==> config.mk <==
export PLATFORM = sky130hd
export DESIGN_NAME = sweep_game_ctrl_flat
export DESIGN_NICKNAME = d
export VERILOG_FILES = /design/src/rtl/sweep_game_ctrl_if.sv /design/src/rtl/sweep_game_ctrl.sv /design/src/flat_wrapper.sv
export SDC_FILE = /design/constraint.sdc
export NUM_CORES = 1
export LEC_CHECK = 0
export ABC_AREA = 1
export BUFFER_PORTS_ARGS = -buffer_cell sky130_fd_sc_hd__buf_2
export CAP_MARGIN = 15
export CORE_MARGIN = 5
export CORE_UTILIZATION = 50
export DETAILED_ROUTE_END_ITERATION = 16
export PLACE_DENSITY = 0.79
export SKIP_LAST_GASP = 1
export SLEW_MARGIN = 20
export SYNTH_ARGS = -nofsm -noshare
export SYNTH_HDL_FRONTEND = slang
export SYNTH_SLANG_ARGS = --single-unit
==> constraint.sdc <==
create_clock -name CLOCK_50 -period 2 [get_ports CLOCK_50]
set_input_delay 0.2 -clock CLOCK_50 [delete_from_list [all_inputs] [get_ports CLOCK_50]]
set_output_delay 0.2 -clock CLOCK_50 [all_outputs]
set_load 0.01 [all_outputs]
==> src/rtl/sweep_game_ctrl_if.sv <==
// Draw request/done handshake between the garbage-press game sequencer and the draw block.
interface sweep_game_ctrl_if #(
    parameter int POS_W = 3
);
    logic             draw_req;
    logic             draw_erase;
    logic             draw_item;
    logic [POS_W-1:0] draw_pos;
    logic             draw_done;

    modport master (output draw_req, draw_erase, draw_item, draw_pos, input draw_done);
    modport slave  (input draw_req, draw_erase, draw_item, draw_pos, output draw_done);
endinterface

==> src/rtl/sweep_game_ctrl.sv <==
// Garbage-press game sequencer: sweeps the press, spawns garbage, scores hits, counts misses.
// Define SWEEP_GAME_BCD_SCORE_EN for a packed-BCD score instead of a saturating binary one.
module sweep_game_ctrl #(
    parameter int NUM_POS     = 6,
    parameter int POS_W       = 3,
    parameter int SCORE_W     = 8,
    parameter int MISS_W      = 2,
    parameter int MAX_MISSES  = 3,
    parameter int STEP_CYCLES = 50000000
) (
    input  logic               CLOCK_50,
    input  logic               reset_n,
    input  logic               start,
    input  logic               hit_n,
    input  logic [POS_W-1:0]   rng,
    sweep_game_ctrl_if.master  draw,
    output logic [POS_W-1:0]   press_pos,
    output logic [POS_W-1:0]   garb_pos,
    output logic               garb_valid,
    output logic [SCORE_W-1:0] score,
    output logic [MISS_W-1:0]  misses,
    output logic               game_over,
    output logic               hit_pulse
);
    localparam int CNT_W = (STEP_CYCLES > 1) ? $clog2(STEP_CYCLES) : 1;
    localparam logic [CNT_W-1:0] TICK_LAST = CNT_W'(STEP_CYCLES - 1);
    localparam logic [POS_W-1:0] POS_LAST  = POS_W'(NUM_POS - 1);

    typedef enum logic [2:0] {
        S_IDLE, S_ERASE_GARB, S_DRAW_GARB, S_ERASE_PRESS, S_DRAW_PRESS, S_PLAY, S_OVER
    } state_t;
    typedef enum logic [1:0] {M_INIT, M_RESTART, M_RUN} mode_t;

    state_t state;
    mode_t  mode;

    function automatic logic [SCORE_W-1:0] score_inc(input logic [SCORE_W-1:0] s);
`ifdef SWEEP_GAME_BCD_SCORE_EN
        logic [SCORE_W-1:0] r;
        logic               carry;
        r     = s;
        carry = 1'b1;
        for (int i = 0; i < SCORE_W / 4; i++) begin
            if (carry) begin
                if (s[4*i +: 4] == 4'd9) begin
                    r[4*i +: 4] = 4'd0;
                end else begin
                    r[4*i +: 4] = s[4*i +: 4] + 4'd1;
                    carry       = 1'b0;
                end
            end
        end
        // A carry out of the top nibble means every digit was 9: hold there.
        return carry ? s : r;
`else
        return (&s) ? s : s + 1'b1;
`endif
    endfunction

    logic hit_sync_p0, hit_sync_p1, hit_prev_p2;
    logic hit_ev;
    logic [CNT_W-1:0] tick_cnt;
    logic counting, tick, tick_pend;
    logic [POS_W-1:0] garb_new, press_next, req_pos;
    logic [MISS_W-1:0] miss_next;
    logic is_draw, req_erase, req_item;

    assign hit_ev     = hit_prev_p2 & ~hit_sync_p1;
    assign counting   = (state != S_IDLE) && (state != S_OVER);
    assign tick       = counting && (tick_cnt == TICK_LAST);
    assign garb_new   = ({1'b0, rng} < (POS_W+1)'(NUM_POS)) ? rng : rng - POS_W'(NUM_POS);
    assign press_next = (press_pos == POS_LAST) ? '0 : press_pos + 1'b1;
    assign miss_next  = misses + 1'b1;
    assign req_pos    = req_item ? press_pos : garb_pos;

    always_comb begin
        is_draw   = 1'b0;
        req_erase = 1'b0;
        req_item  = 1'b0;
        case (state)
            S_ERASE_GARB:  begin is_draw = 1'b1; req_erase = 1'b1; end
            S_DRAW_GARB:   begin is_draw = 1'b1; end
            S_ERASE_PRESS: begin is_draw = 1'b1; req_erase = 1'b1; req_item = 1'b1; end
            S_DRAW_PRESS:  begin is_draw = 1'b1; req_item = 1'b1; end
            default:       ;
        endcase
    end

    // hit_n synchroniser, then the delayed copy for falling-edge detection
    always_ff @(posedge CLOCK_50) begin
        if (!reset_n) begin
            hit_sync_p0 <= 1'b1;
            hit_sync_p1 <= 1'b1;
            hit_prev_p2 <= 1'b1;
        end else begin
            hit_sync_p0 <= hit_n;
            hit_sync_p1 <= hit_sync_p0;
            hit_prev_p2 <= hit_sync_p1;
        end
    end

    always_ff @(posedge CLOCK_50) begin
        if (!reset_n || !counting || tick_cnt == TICK_LAST) tick_cnt <= '0;
        else                                                tick_cnt <= tick_cnt + 1'b1;
    end

    always_ff @(posedge CLOCK_50) begin
        if (!reset_n) begin
            state           <= S_IDLE;
            mode            <= M_INIT;
            tick_pend       <= 1'b0;
            press_pos       <= '0;
            garb_pos        <= '0;
            garb_valid      <= 1'b0;
            score           <= '0;
            misses          <= '0;
            game_over       <= 1'b0;
            hit_pulse       <= 1'b0;
            draw.draw_req   <= 1'b0;
            draw.draw_erase <= 1'b0;
            draw.draw_item  <= 1'b0;
            draw.draw_pos   <= '0;
        end else begin
            hit_pulse <= 1'b0;
            if (tick) tick_pend <= 1'b1;
            // Each draw state idles one cycle with req low, then holds the request until done.
            if (is_draw) begin
                if (!draw.draw_req) begin
                    draw.draw_req   <= 1'b1;
                    draw.draw_erase <= req_erase;
                    draw.draw_item  <= req_item;
                    draw.draw_pos   <= req_pos;
                end else if (draw.draw_done) begin
                    draw.draw_req <= 1'b0;
                    case (state)
                        S_ERASE_GARB: begin
                            garb_pos <= garb_new;
                            state    <= S_DRAW_GARB;
                        end
                        S_DRAW_GARB: begin
                            case (mode)
                                M_INIT:    state <= S_DRAW_PRESS;
                                M_RESTART: state <= S_ERASE_PRESS;
                                default:   state <= S_PLAY;
                            endcase
                        end
                        S_ERASE_PRESS: begin
                            press_pos <= (mode == M_RESTART) ? '0 : press_next;
                            state     <= S_DRAW_PRESS;
                        end
                        default: begin
                            mode  <= M_RUN;
                            state <= S_PLAY;
                        end
                    endcase
                end
            end else begin
                case (state)
                    S_IDLE: begin
                        if (start) begin
                            garb_pos   <= garb_new;
                            garb_valid <= 1'b1;
                            press_pos  <= '0;
                            mode       <= M_INIT;
                            state      <= S_DRAW_GARB;
                        end
                    end
                    S_PLAY: begin
                        if (hit_ev && press_pos == garb_pos) begin
                            score     <= score_inc(score);
                            hit_pulse <= 1'b1;
                            state     <= S_ERASE_GARB;
                        end else if (hit_ev) begin
                            misses <= miss_next;
                            if (miss_next == MISS_W'(MAX_MISSES)) begin
                                game_over <= 1'b1;
                                state     <= S_OVER;
                            end
                        end else if (tick_pend) begin
                            // A tick landing on the service cycle stays pending.
                            tick_pend <= tick;
                            state     <= S_ERASE_PRESS;
                        end
                    end
                    S_OVER: begin
                        if (start) begin
                            score     <= '0;
                            misses    <= '0;
                            game_over <= 1'b0;
                            tick_pend <= 1'b0;
                            mode      <= M_RESTART;
                            state     <= S_ERASE_GARB;
                        end
                    end
                    default: state <= S_IDLE;
                endcase
            end
        end
    end
endmodule

==> src/flat_wrapper.sv <==
// flat-port wrapper written by rule: the top's interface ports become plain ports
module sweep_game_ctrl_flat 
#(
    parameter int NUM_POS     = 6,
    parameter int POS_W       = 3,
    parameter int SCORE_W     = 8,
    parameter int MISS_W      = 2,
    parameter int MAX_MISSES  = 3,
    parameter int STEP_CYCLES = 50000000
)
  (CLOCK_50, reset_n, start, hit_n, rng, press_pos, garb_pos, garb_valid, score, misses, game_over, hit_pulse, draw_draw_req, draw_draw_erase, draw_draw_item, draw_draw_pos, draw_draw_done);
  sweep_game_ctrl_if #(.POS_W(POS_W)) draw_i ();
  input  logic CLOCK_50;
  input  logic reset_n;
  input  logic start;
  input  logic hit_n;
  input  logic [POS_W-1:0] rng;
  output logic [POS_W-1:0] press_pos;
  output logic [POS_W-1:0] garb_pos;
  output logic garb_valid;
  output logic [SCORE_W-1:0] score;
  output logic [MISS_W-1:0] misses;
  output logic game_over;
  output logic hit_pulse;
  output wire logic [$bits(draw_i.draw_req)-1:0] draw_draw_req;
  output wire logic [$bits(draw_i.draw_erase)-1:0] draw_draw_erase;
  output wire logic [$bits(draw_i.draw_item)-1:0] draw_draw_item;
  output wire logic [$bits(draw_i.draw_pos)-1:0] draw_draw_pos;
  input wire logic [$bits(draw_i.draw_done)-1:0] draw_draw_done;
  assign draw_draw_req = draw_i.draw_req;
  assign draw_draw_erase = draw_i.draw_erase;
  assign draw_draw_item = draw_i.draw_item;
  assign draw_draw_pos = draw_i.draw_pos;
  assign draw_i.draw_done = draw_draw_done;
  sweep_game_ctrl #(.NUM_POS(NUM_POS), .POS_W(POS_W), .SCORE_W(SCORE_W), .MISS_W(MISS_W), .MAX_MISSES(MAX_MISSES), .STEP_CYCLES(STEP_CYCLES)) u_core (.CLOCK_50(CLOCK_50), .reset_n(reset_n), .start(start), .hit_n(hit_n), .rng(rng), .draw(draw_i), .press_pos(press_pos), .garb_pos(garb_pos), .garb_valid(garb_valid), .score(score), .misses(misses), .game_over(game_over), .hit_pulse(hit_pulse));
endmodule
After elaboration in Yosys (flattened, before gate mapping) --
Index checks and enable logic that the tools add are counted.
Operators by class: add/subtract/negate cells 5, magnitude comparators 1, equal/unequal tests 27, muxes and demuxes 60, bitwise operators 6, reduce and logical (&&, ||, !) cells 29
Operators with widths (number):
- 2-to-1 mux 3 bit | 25
- adder 26 x 1 -> 26 bit (second input constant) | 1
- equality test 26 bit (second input constant) | 1
- 2-to-1 mux 8 bit | 3
- AND reduction 5 bit | 4
- case mux 3 bit (3 select lines) | 2
- AND reduction 6 bit | 3
- 2-to-1 mux 1 bit | 16
- 2-to-1 mux 2 bit | 8
- case mux 8 bit (2 select lines) | 1
- inequality test 2 bit (second input constant) | 7
- equality test 3 bit (second input constant) | 4
- adder 8 x 1 -> 8 bit (second input constant) | 1
- inequality test 2 x 1 -> 1 bit (second input constant) | 4
- case mux 2 bit (2 select lines) | 2
- AND reduction 8 bit | 1
- equality test 3 x 2 -> 1 bit (second input constant) | 2
- inequality test 3 x 2 -> 1 bit (second input constant) | 2
- case mux 3 bit (2 select lines) | 1
- nonzero test 2 bit | 3
- nonzero test 3 bit | 2
- OR reduction 3 bit | 2
- inequality test 5 x 1 -> 1 bit (second input constant) | 1
- inequality test 5 bit (second input constant) | 1
- other kinds (21) | 31
Word-level totals: flip-flop bits (word level) 60, input port bits 8, output and inout port bits 25, word-level logic and storage cells 146

Logic depth before layout (Yosys ltp) --
Gate-level depths: netlist of run 1.
depth after elaboration 9, gate-level depth with buffers 11, depth with buffers taken out 10

Least setup slack after synthesis of run 1 --
OpenSTA, ideal clock, no wires.
path kind register to register, from register u_core.tick_cnt[0], to register u_core.tick_cnt[15], setup time 0.115 ns, arrival 1.437 ns, required time 1.885 ns, setup slack 0.448 ns, stages on the path, launching flop included 10, path buffers 1, period minus slack after synthesis 1.552 ns, path through dfxtp_1 > ha_1 > nand2_1 > nor2_4 > inv_2 > nor3_2 > nand2_1 > nand3_4 > buf_4 > nor2_1
Between the ends: word-level cells in the longest chain between the ends 2, elaborated cells between the ends (all ways) 3, those cells by class 1 x add/sub; 1 x eq/ne; 1 x reduce/logical
Ends and longest elaborated chain:
- start, declared | RTL line sweep_game_ctrl.sv:62 | logic [CNT_W-1:0] tick_cnt;
- start signal, assigned | RTL line sweep_game_ctrl.sv:104 | else tick_cnt <= tick_cnt + 1'b1;
- branches (longest 2 deep; another with adder 26 x 1 -> 26 bit)
Several ways; the timed one is not identified. A chain may end at the register's enable or synchronous reset.

Worst setup path in the final report of run 1 --
from register u_core.tick_cnt[0], to register u_core.tick_cnt[18]
Same word-level chain as after synthesis.

==> flow_summary.ini, run 1 <==
[cells_and_area]
final_nets = 531
mostFrequentLayoutCells = 129 x nand2_1, 65 x nor2_1, 60 x dfxtp_1, 50 x inv_1, 34 x a21oi_1
area.growth.synth_to_final_pct = 13.2
drive_gt1_share_pct = 17.7
n_fill_cell = 629
diodes = 0
final_common_cell = nand2_1

[sta]
slew_headroom_pct = 57.2
layout_min_cycle_time_ps = 1720
finalHoldViolCount = 0
period_share_pct = 85.9
setup_viol = 0
setup_tns_ps = 0
drv_slew = 0
clock-skew-final_ps = 7.80
rsz0062_at_grt = no
hold-worst-slack_ps = 56.3
clock.fmax_ghz = 0.582
max_slew.worst_pin.slew_ps = 642

[logic_synthesis]
synth.area.top_cells = dfxtp_1 36%, nand2_1 15%, nor2_1 7.4%, inv_1 5.7%, a21oi_1 5.1%
yosysSeqAreaShare_pct = 36.3
synth_top_cell_area_share_pct = 36.3
ys_types = 40
avgSynthCellArea_sq_um = 6.83
synth_top_area_cell = dfxtp_1
synth-seq-cells = 60
async_flop_share_pct = 0
syn_area_sq_mm = 0.00331
yosysWarnings = 0
synth_ff_type = dfxtp_1
synth_nets = 495
synth_edf_count = 0
syn_inst = 484

[hold_path]
hp-class = primary input to flip-flop

[route]
wl_per_cell_um = 12.1
drc_errors = 0
final_antenna_net_count = 0
vias = 3110
drtIter0Drc = 151
via_per_inst = 5.17
first_pass_iters = 5
drt-total-wl_mm = 7.27

[clocking]
post_cts_resized = 0
clkLatencyLatePin_ps = 340
cts_buffer_depth = 2
htree_levels = 3
cts_root_buffer = clkbuf_8
cts_setup_buffers = 0
hold_buffers = 0
clk_pin_slew_ps = 70
numCtsBuffers = 9
cts_tree = built
cts.sinks = 60

[global_route]
overflow = 0
grt_max_degree = 27
grt_usage_pct = 18.2
grt_pass1_vias = 2878
antenna_found_initial = 0
grt_first_pass_wirelength_mm = 12.7

[power]
leakagePower_nw = 1.52
seq_power_share_pct = 36.6
p_sw_share_pct = 38.1
pwr-share-comb_pct = 34.4
p_sw_w = 0.00159
vdd_drop_max_v = 0.000758
power.density_mw_per_mm2 = 1110
p_int_w = 0.00258
pwr-share-clk_pct = 29.1

[placement]
gp_congestion = 0.904
hpwl_mm = 5.43
portBuffers = 32

[floorplanning]
die-width_um = 91.3
pin_count = 33
die_area_sq_mm = 0.00834
start_util_pct = 51.8
rows = 29
die_h_um = 91.3
core_area_sq_mm = 0.00639

[critical_path]
start_kind = flip-flop
path_max_fanout = 26
path_class = flip-flop to flip-flop
cp-end-kind = flip-flop
worstPathRequired_ps = 2210
worst_ep_arrival_time_ps = 1930

[run]
max_cap_viol_count = 0

[status]
outcome = finished clean
-- cells in the mapped netlist, types with 3 or more instances --
master and number:
nand3_1 26, nor3_1 10, nand2_2 5, inv_1 50
inv_2 10, clkbuf_1 3, nand2_1 129, o21ai_1 4
xnor2_1 5, o21ai_0 7, nor3_2 3, or2_1 3
nand3b_1 4, a31oi_1 3, nor2_2 4, nand2_4 4
ha_1 3, nor2_1 65, a21oi_1 34, or2_2 3
nand3_4 5, dfxtp_1 60, xor2_1 7, nand4_1 17
-- path summary, 6_finish.rpt --
path | start | endpoint | slack [ps] | depth (start not counted)
hold / removal | hit_n | u_core.hit_sync_p0$_SDFF_PN1_ | 60 | 2
setup / recovery | u_core.tick_cnt[0]$_SDFF_PP0_ | u_core.tick_cnt[18]$_SDFF_PP0_ | 280 | 8
hold reg to reg | u_core.hit_sync_p0$_SDFF_PN1_ | u_core.hit_sync_p1$_SDFF_PN1_ | 420 | 1
setup reg to reg | u_core.tick_cnt[0]$_SDFF_PP0_ | u_core.tick_cnt[18]$_SDFF_PP0_ | 280 | 8
-- power groups by stage --
| stage | sequential, W | combinational (W) | clock [W] |
|---|---|---|---|
| 2_1_floorplan | 0.00156 | 0.00110 | 0 |
| 3_3_place_gp | 0.00154 | 0.00142 | 0 |
| 3_5_place_dp | 0.00155 | 0.00144 | 0 |
| 4_1_cts | 0.00152 | 0.00144 | 0.00125 |
| 5_1_grt | 0.00155 | 0.00163 | 0.00131 |
| 6_report | 0.00153 | 0.00143 | 0.00121 |
-- cells by family (layout without fill, tap and decap cells) --
family / after synthesis / in the layout / synth area share, %
XOR/XNOR: 12 / 12 / 3.18
AO/OA/AOI/OAI: 54 / 54 / 9.04
AND/OR/NAND/NOR: 284 / 284 / 41.3
buffers and inverters: 71 / 112 / 9.04
adder cells (fa/ha/maj): 3 / 3 / 1.14
flip-flops: 60 / 60 / 36.3
-- metrics by stage --
stage	worst slack, ps	power (W)	cell area [sq um]	instances	util (%)
after floorplan	448	0.00267	3310	484	-
after global placement	350	0.00296	3520	586	55.1
after detailed placement	280	0.00298	3520	586	55.1
after CTS	252	0.00422	3740	602	58.6
after global routing	16.0	0.00449	3740	602	58.6
final	283	0.00417	3740	602	58.6
-- sequential cells by signal (all words and copies together), names as in the netlist, 2 cells and up --
| register | flops |
|---|---|
| u_core.tick_cnt | 26 |
| u_core.score | 8 |
| u_core.draw.draw_pos | 3 |
| u_core.garb_pos | 3 |
| u_core.press_pos | 3 |
| u_core.state | 3 |
| u_core.misses | 2 |
| u_core.mode | 2 |
-- worst max-delay path, cell delays in order (launching register included) --
cell and delay, ps:
dfxtp_1 430, ha_1 200, nand2_1 100, nor2_4 150, inv_2 70, nor3_2 200, nand2_1 120, nand3_4 240
nor2_1 90
-- layer usage --
layer	GRT usage [%]	share of wire (%)	up-vias
met4	6.23	0.98	0
met5	0	0	-
met2	30.6	50	74
met1	21.6	45	1411
li1	-	-	1619
met3	6.03	4.3	6
-- final cells by class --
cell class / instances / area (sq um) / share of cell area, %
inverters: 62 / 240 / 6.41
repair buffers: 34 / 175 / 4.68
multi-input cells: 353 / 1810 / 48.2
clock inverters: 6 / 87.6 / 2.34
well taps: 77 / 96.3 / 2.57
flip-flops and latches: 60 / 1200 / 32.1
clock buffers: 10 / 138 / 3.68
(Power assumes the default switching activity.)
==> run 2, diff against run 1 <==
CORE_ASPECT_RATIO = 1.1   (was unset)
==> run 2 against run 1 <==
Clock power down 4%; sequential power is essentially flat; routed wire length grew 5.0%; global-route usage increased by 1.1 points.
==> flow_summary.ini, run 2 (synthesis results as in run 1) <==
[global_route]
grt_usage_pct = 19.3
grt_max_degree = 27
grt_first_pass_wirelength_mm = 12.8
grt_pass1_vias = 2979
antenna_found_initial = 0
overflow = 0

[clocking]
cts_tree = built
clkLatencyLatePin_ps = 350
clk_pin_slew_ps = 60
cts_setup_buffers = 0
cts_root_buffer = clkbuf_8
hold_buffers = 0
numCtsBuffers = 9
cts_buffer_depth = 2
htree_levels = 3
post_cts_resized = 0
cts.sinks = 60

[sta]
layout_min_cycle_time_ps = 1740
setup_viol = 0
clock-skew-final_ps = 9.10
slew_headroom_pct = 52.9
max_slew.worst_pin.slew_ps = 705
finalHoldViolCount = 0
period_share_pct = 87.2
drv_slew = 0
rsz0062_at_grt = no
clock.fmax_ghz = 0.574
setup_tns_ps = 0

[placement]
hpwl_mm = 5.64
gp_congestion = 0.919
portBuffers = 32
place_area_sq_mm = 0.00354

[cells_and_area]
final_util_pct = 57.6
drive_gt1_share_pct = 17.9
regMostFlops = u_core.tick_cnt
design_area_sq_mm = 0.00375
mostFrequentLayoutCells = 129 x nand2_1, 65 x nor2_1, 60 x dfxtp_1, 50 x inv_1, 34 x a21oi_1
final_common_cell = nand2_1
largest_reg_flops = 26
final_nets = 533
diodes = 0
reg_top3 = u_core.tick_cnt x26, u_core.score x8
area.growth.synth_to_final_pct = 13.4

[route]
first_pass_iters = 5
vias = 3198
wl_per_cell_um = 12.5
drt-total-wl_mm = 7.63
wl_met2_mm = 3.83
highest_layer = met4
drtIter0Drc = 309
wl_met1_mm = 3.29
wl_met3_um = 347
drc_errors = 0
via_per_inst = 5.26
final_antenna_net_count = 0

[status]
outcome = finished clean

[hold_path]
hp-class = primary input to flip-flop

[run]
max_cap_viol_count = 0

[critical_path]
start_kind = flip-flop
worstPathRequired_ps = 2220
path_max_fanout = 7
cp-end-kind = flip-flop
worst_ep_arrival_time_ps = 1970
path_class = flip-flop to flip-flop

[floorplanning]
start_util_pct = 50.7
die-width_um = 87.5
die_h_um = 95.3
core_area_sq_mm = 0.00652
die_area_sq_mm = 0.00834
rows = 31
pin_count = 33

[power]
vdd_drop_max_v = 0.000868
finalPower_w = 0.00416
power.density_mw_per_mm2 = 1110
leakagePower_nw = 1.51
## run 2: cell count changes in the layout (fill, tap and decap cells not counted)
cell        change
buf_4           +2
bufinv_16       -1
clkbuf_8        +2
clkinv_2        -2
clkinv_4        -2
clkinvlp_4      +2
## run 2: cell type report
type                    count  area (sq um)
inverters                  62           240
multi-input cells         353          1810
fillers                   624          2770
repair buffers             36           190
clock buffers              12           165
flip-flops and latches     60          1200
clock inverters             3          45.0
well taps                  82           103
## run 2: worst paths after layout
| check | start | slack [ps] | to | cells past startpoint |
|---|---|---|---|---|
| min reg2reg | u_core.hit_sync_p0$_SDFF_PN1_ | 430 | u_core.hit_sync_p1$_SDFF_PN1_ | 1 |
| max | u_core.tick_cnt[0]$_SDFF_PP0_ | 260 | u_core.tick_cnt[12]$_SDFF_PP0_ | 9 |
| min | hit_n | 40 | u_core.hit_sync_p0$_SDFF_PN1_ | 2 |
| max reg2reg | u_core.tick_cnt[0]$_SDFF_PP0_ | 260 | u_core.tick_cnt[12]$_SDFF_PP0_ | 9 |
## run 2: report_power, final
group | internal (W) | switching (W)
combinational | 0.000500 | 0.000976
clock | 0.000670 | 0.000486
sequential | 0.00135 | 0.000171
total | 0.00252 | 0.00163
## run 2: metrics by stage
stage / setup slack (ps) / instances / hold slack, ps
3_3_place_gp: 353 / 593 / 391
6_report: 256 / 608 / 44.2
3_5_place_dp: 284 / 593 / 393
5_1_grt: 28.1 / 608 / 45.9
2_1_floorplan: 448 / 484 / 307
4_1_cts: 273 / 608 / 34.5
## run 2: worst max-delay path: stages, from the launching register on
cell and delay, ps:
dfxtp_1 430, ha_1 200, nand2_1 100, nor2_4 150, inv_2 70, nor2_2 210, nand2_1 100, nor2_1 150
xnor2_1 160, nor2_1 50
## run 2: metal layers
layer  up-vias  global-route usage (%)
met5         -                       0
met3        20                    2.51
met4         0                    10.7
met1      1472                    23.0
met2        86                    33.2
li1       1620                       -
==> run 3, diff against run 2 <==
ABC_AREA = unset   (was 1)
PLACE_DENSITY = 0.8   (was 0.79)
==> run 3 against run 2 <==
Clock-buffer cell count down 1; synthesized cell count fell by 28%; via count down 21%; clock power shrank 4%; worst hold slack worse by 6.9 ps; core utilization rose by 2.6 points; cell area down 9.2%; first-iteration DRC count fell by 61%; synthesized area fell by 13%.
==> flow_summary.ini, run 3 <==
[logic_synthesis]
yosys.area_share.xor_xnor_pct = 9.76
ys_types = 44
synth_adder_area_share_pct = 1.31
synth_top_family_by_area = simple AND/OR/NAND/NOR gates
async_flop_share_pct = 0
avgSynthCellArea_sq_um = 8.25
muxShareOfSynthArea_pct = 2.79
synth_compound_area_share_pct = 11.4
syn_area_sq_mm = 0.00287
synth.area.top_cells = dfxtp_1 42%, nor2_1 7.7%, xnor2_1 5.5%, xor2_1 4.3%, a21oi_1 3.8%
yosysSeqAreaShare_pct = 41.8
yosysWarnings = 0
syn_inst = 348
synth-seq-cells = 60
synth_top_cell_area_share_pct = 41.8
synthSimpleGateAreaFrac_pct = 28.8
yosysMostFrequentCell = dfxtp_1
synth_common_cells = 60 x dfxtp_1, 59 x nor2_1, 26 x nand2_1
synth_edf_count = 0
synth_top_area_cell = dfxtp_1
synth_ff_type = dfxtp_1
synth_nets = 359

[sta]
setup_tns_ps = 0
slew_headroom_pct = 67.2
drv_slew = 0
rsz0062_at_grt = no
period_share_pct = 96.8
finalHoldViolCount = 0
layout_min_cycle_time_ps = 1940
worst_slack_ps = 64.8
clock-skew-final_ps = 6.92
clock.fmax_ghz = 0.517
setup_viol = 0
max_slew.worst_pin.slew_ps = 491

[clocking]
cts.sinks = 60
clk_pin_slew_ps = 70
htree_levels = 3
numCtsBuffers = 9
clkLatencyLatePin_ps = 340
cts_buffer_depth = 2
cts_root_buffer = clkbuf_8
cts_tree = built
hold_buffers = 0

[route]
wl_met1_mm = 2.76
final_antenna_net_count = 0
wl_met2_mm = 3.13
highest_layer = met4
drt-total-wl_mm = 6.26
via_per_inst = 5.32
first_pass_iters = 4
drtIter0Drc = 120
wl_per_cell_um = 13.3
vias = 2512
wl_met3_um = 227
drc_errors = 0

[cells_and_area]
mostFrequentLayoutCells = 59 x nor2_1, 56 x dfxtp_1, 32 x buf_2, 26 x nand2_1, 21 x a21oi_1
diodes = 0
regMostFlops = u_core.tick_cnt
area.growth.synth_to_final_pct = 18.6
reg_top3 = u_core.tick_cnt x26, u_core.score x8
final_util_pct = 60.2
final_common_cell = nor2_1
n_fill_cell = 499
largest_reg_flops = 26
seq_area_sq_mm = 0.00121
drive_gt1_share_pct = 20.3
multi_input_area_sq_mm = 0.00159
final_nets = 401

[power]
p_sw_share_pct = 33.7
seq_power_share_pct = 39.0
leakagePower_nw = 1.28
power.density_mw_per_mm2 = 1080
pwr-share-clk_pct = 30.1
p_int_w = 0.00243
pwr-share-comb_pct = 30.9
vdd_drop_max_v = 0.000742
p_sw_w = 0.00124

[critical_path]
path_max_fanout = 8
critPathMaxStageDelay_ps = 360
worst_ep_arrival_time_ps = 2210
cp-end-kind = flip-flop
cp-startpoint = u_core.score[0]$_SDFFE_PN0P_
start_kind = flip-flop
worstPathRequired_ps = 2270
r2r_start = u_core.score[0]$_SDFFE_PN0P_
cp_slowest_cell = or3_1
cp_cell_sequence = ha_2 -> and2_0 -> and4_4 -> a211o_4 -> buf_4 -> or3_1 -> a21oi_2
path_class = flip-flop to flip-flop

[floorplanning]
start_util_pct = 50.7
rows = 29
core_area_sq_mm = 0.00566
die_h_um = 89.5
die_area_sq_mm = 0.00736
pin_count = 33
die-width_um = 82.3

[status]
outcome = finished clean

[global_route]
overflow = 0
grt_pass1_vias = 2475
grt_max_degree = 27
grt_usage_pct = 19.1
grt_first_pass_wirelength_mm = 10.8
antenna_found_initial = 0

[placement]
portBuffers = 32
place_worst_setup_slack_ps = -11.4
gp_congestion = 0.877
hpwl_mm = 4.31

[hold_path]
min-delay-start = hit_n
hp-class = primary input to flip-flop

[run]
max_cap_viol_count = 0
[run 3: worst max-delay path: cells and delay by family, from the launching register on]
family / cells / cell delay [ps]
AND/OR/NAND/NOR: 3 / 710
AO/OA/AOI/OAI: 2 / 470
flip-flops: 1 / 340
adder cells (fa/ha/maj): 1 / 190
buffers and inverters: 1 / 160
[run 3: final timing paths]
kind,to,cells after the start,slack (ps)
worst max-delay path,u_core.score[3]$_SDFFE_PN0P_,7,60
worst min register to register,u_core.hit_sync_p1$_SDFF_PN1_,1,410
worst max register to register,u_core.score[3]$_SDFFE_PN0P_,7,60
worst min-delay path,u_core.hit_sync_p0$_SDFF_PN1_,2,40
[run 3: kinds of logic (layout without fill, tap and decap cells)]
kind of cell	count (synthesis)	in the layout
simple gates	165	165
flops	60	60
compound gates	56	56
xor+xnor	32	32
buf+inv	24	71
mux	8	8
fa+ha+maj	3	3
[run 3: metal layers]
layer	GRT usage [%]	vias up
li1	-	1289
met1	21.5	1156
met2	31.9	51
met3	5.75	16
met4	10.4	0
met5	0	-
[run 3: cell type report]
class / instances / area share, %
Multi-Input combinational cell: 264 / 46.6
Timing Repair Buffer: 47 / 8.37
Clock buffer: 11 / 4.44
Clock inverter: 5 / 1.47
Inverter: 8 / 0.881
Tap cell: 77 / 2.83
Sequential cell: 60 / 35.4
[run 3: through the flow]
step	cell area [sq um]	power, W	std cells	hold WS [ps]
CTS	3390	0.00367	471	28.8
finish	3410	0.00367	472	37.3
detailed placement	3160	0.00254	455	386
global route	3410	0.00392	472	61.1
global placement	3160	0.00251	455	385
floorplan	2870	0.00226	348	301
[run 3: power by group through the flow]
stage                     Combinational (W)  Clock, W  Sequential (W)
after global routing                0.00127   0.00120         0.00145
after detailed placement            0.00109         0         0.00144
after floorplan                    0.000815         0         0.00144
final                               0.00114   0.00111         0.00143
after CTS                           0.00112   0.00113         0.00142
after global placement              0.00107         0         0.00144
[run 3: what timing repair did]
action	in CTS	in global routing
setup buffers	0	1
hold endpoints to repair	0	0
pin swaps	0	4
setup endpoints to repair	1	5
resized for setup	5	5
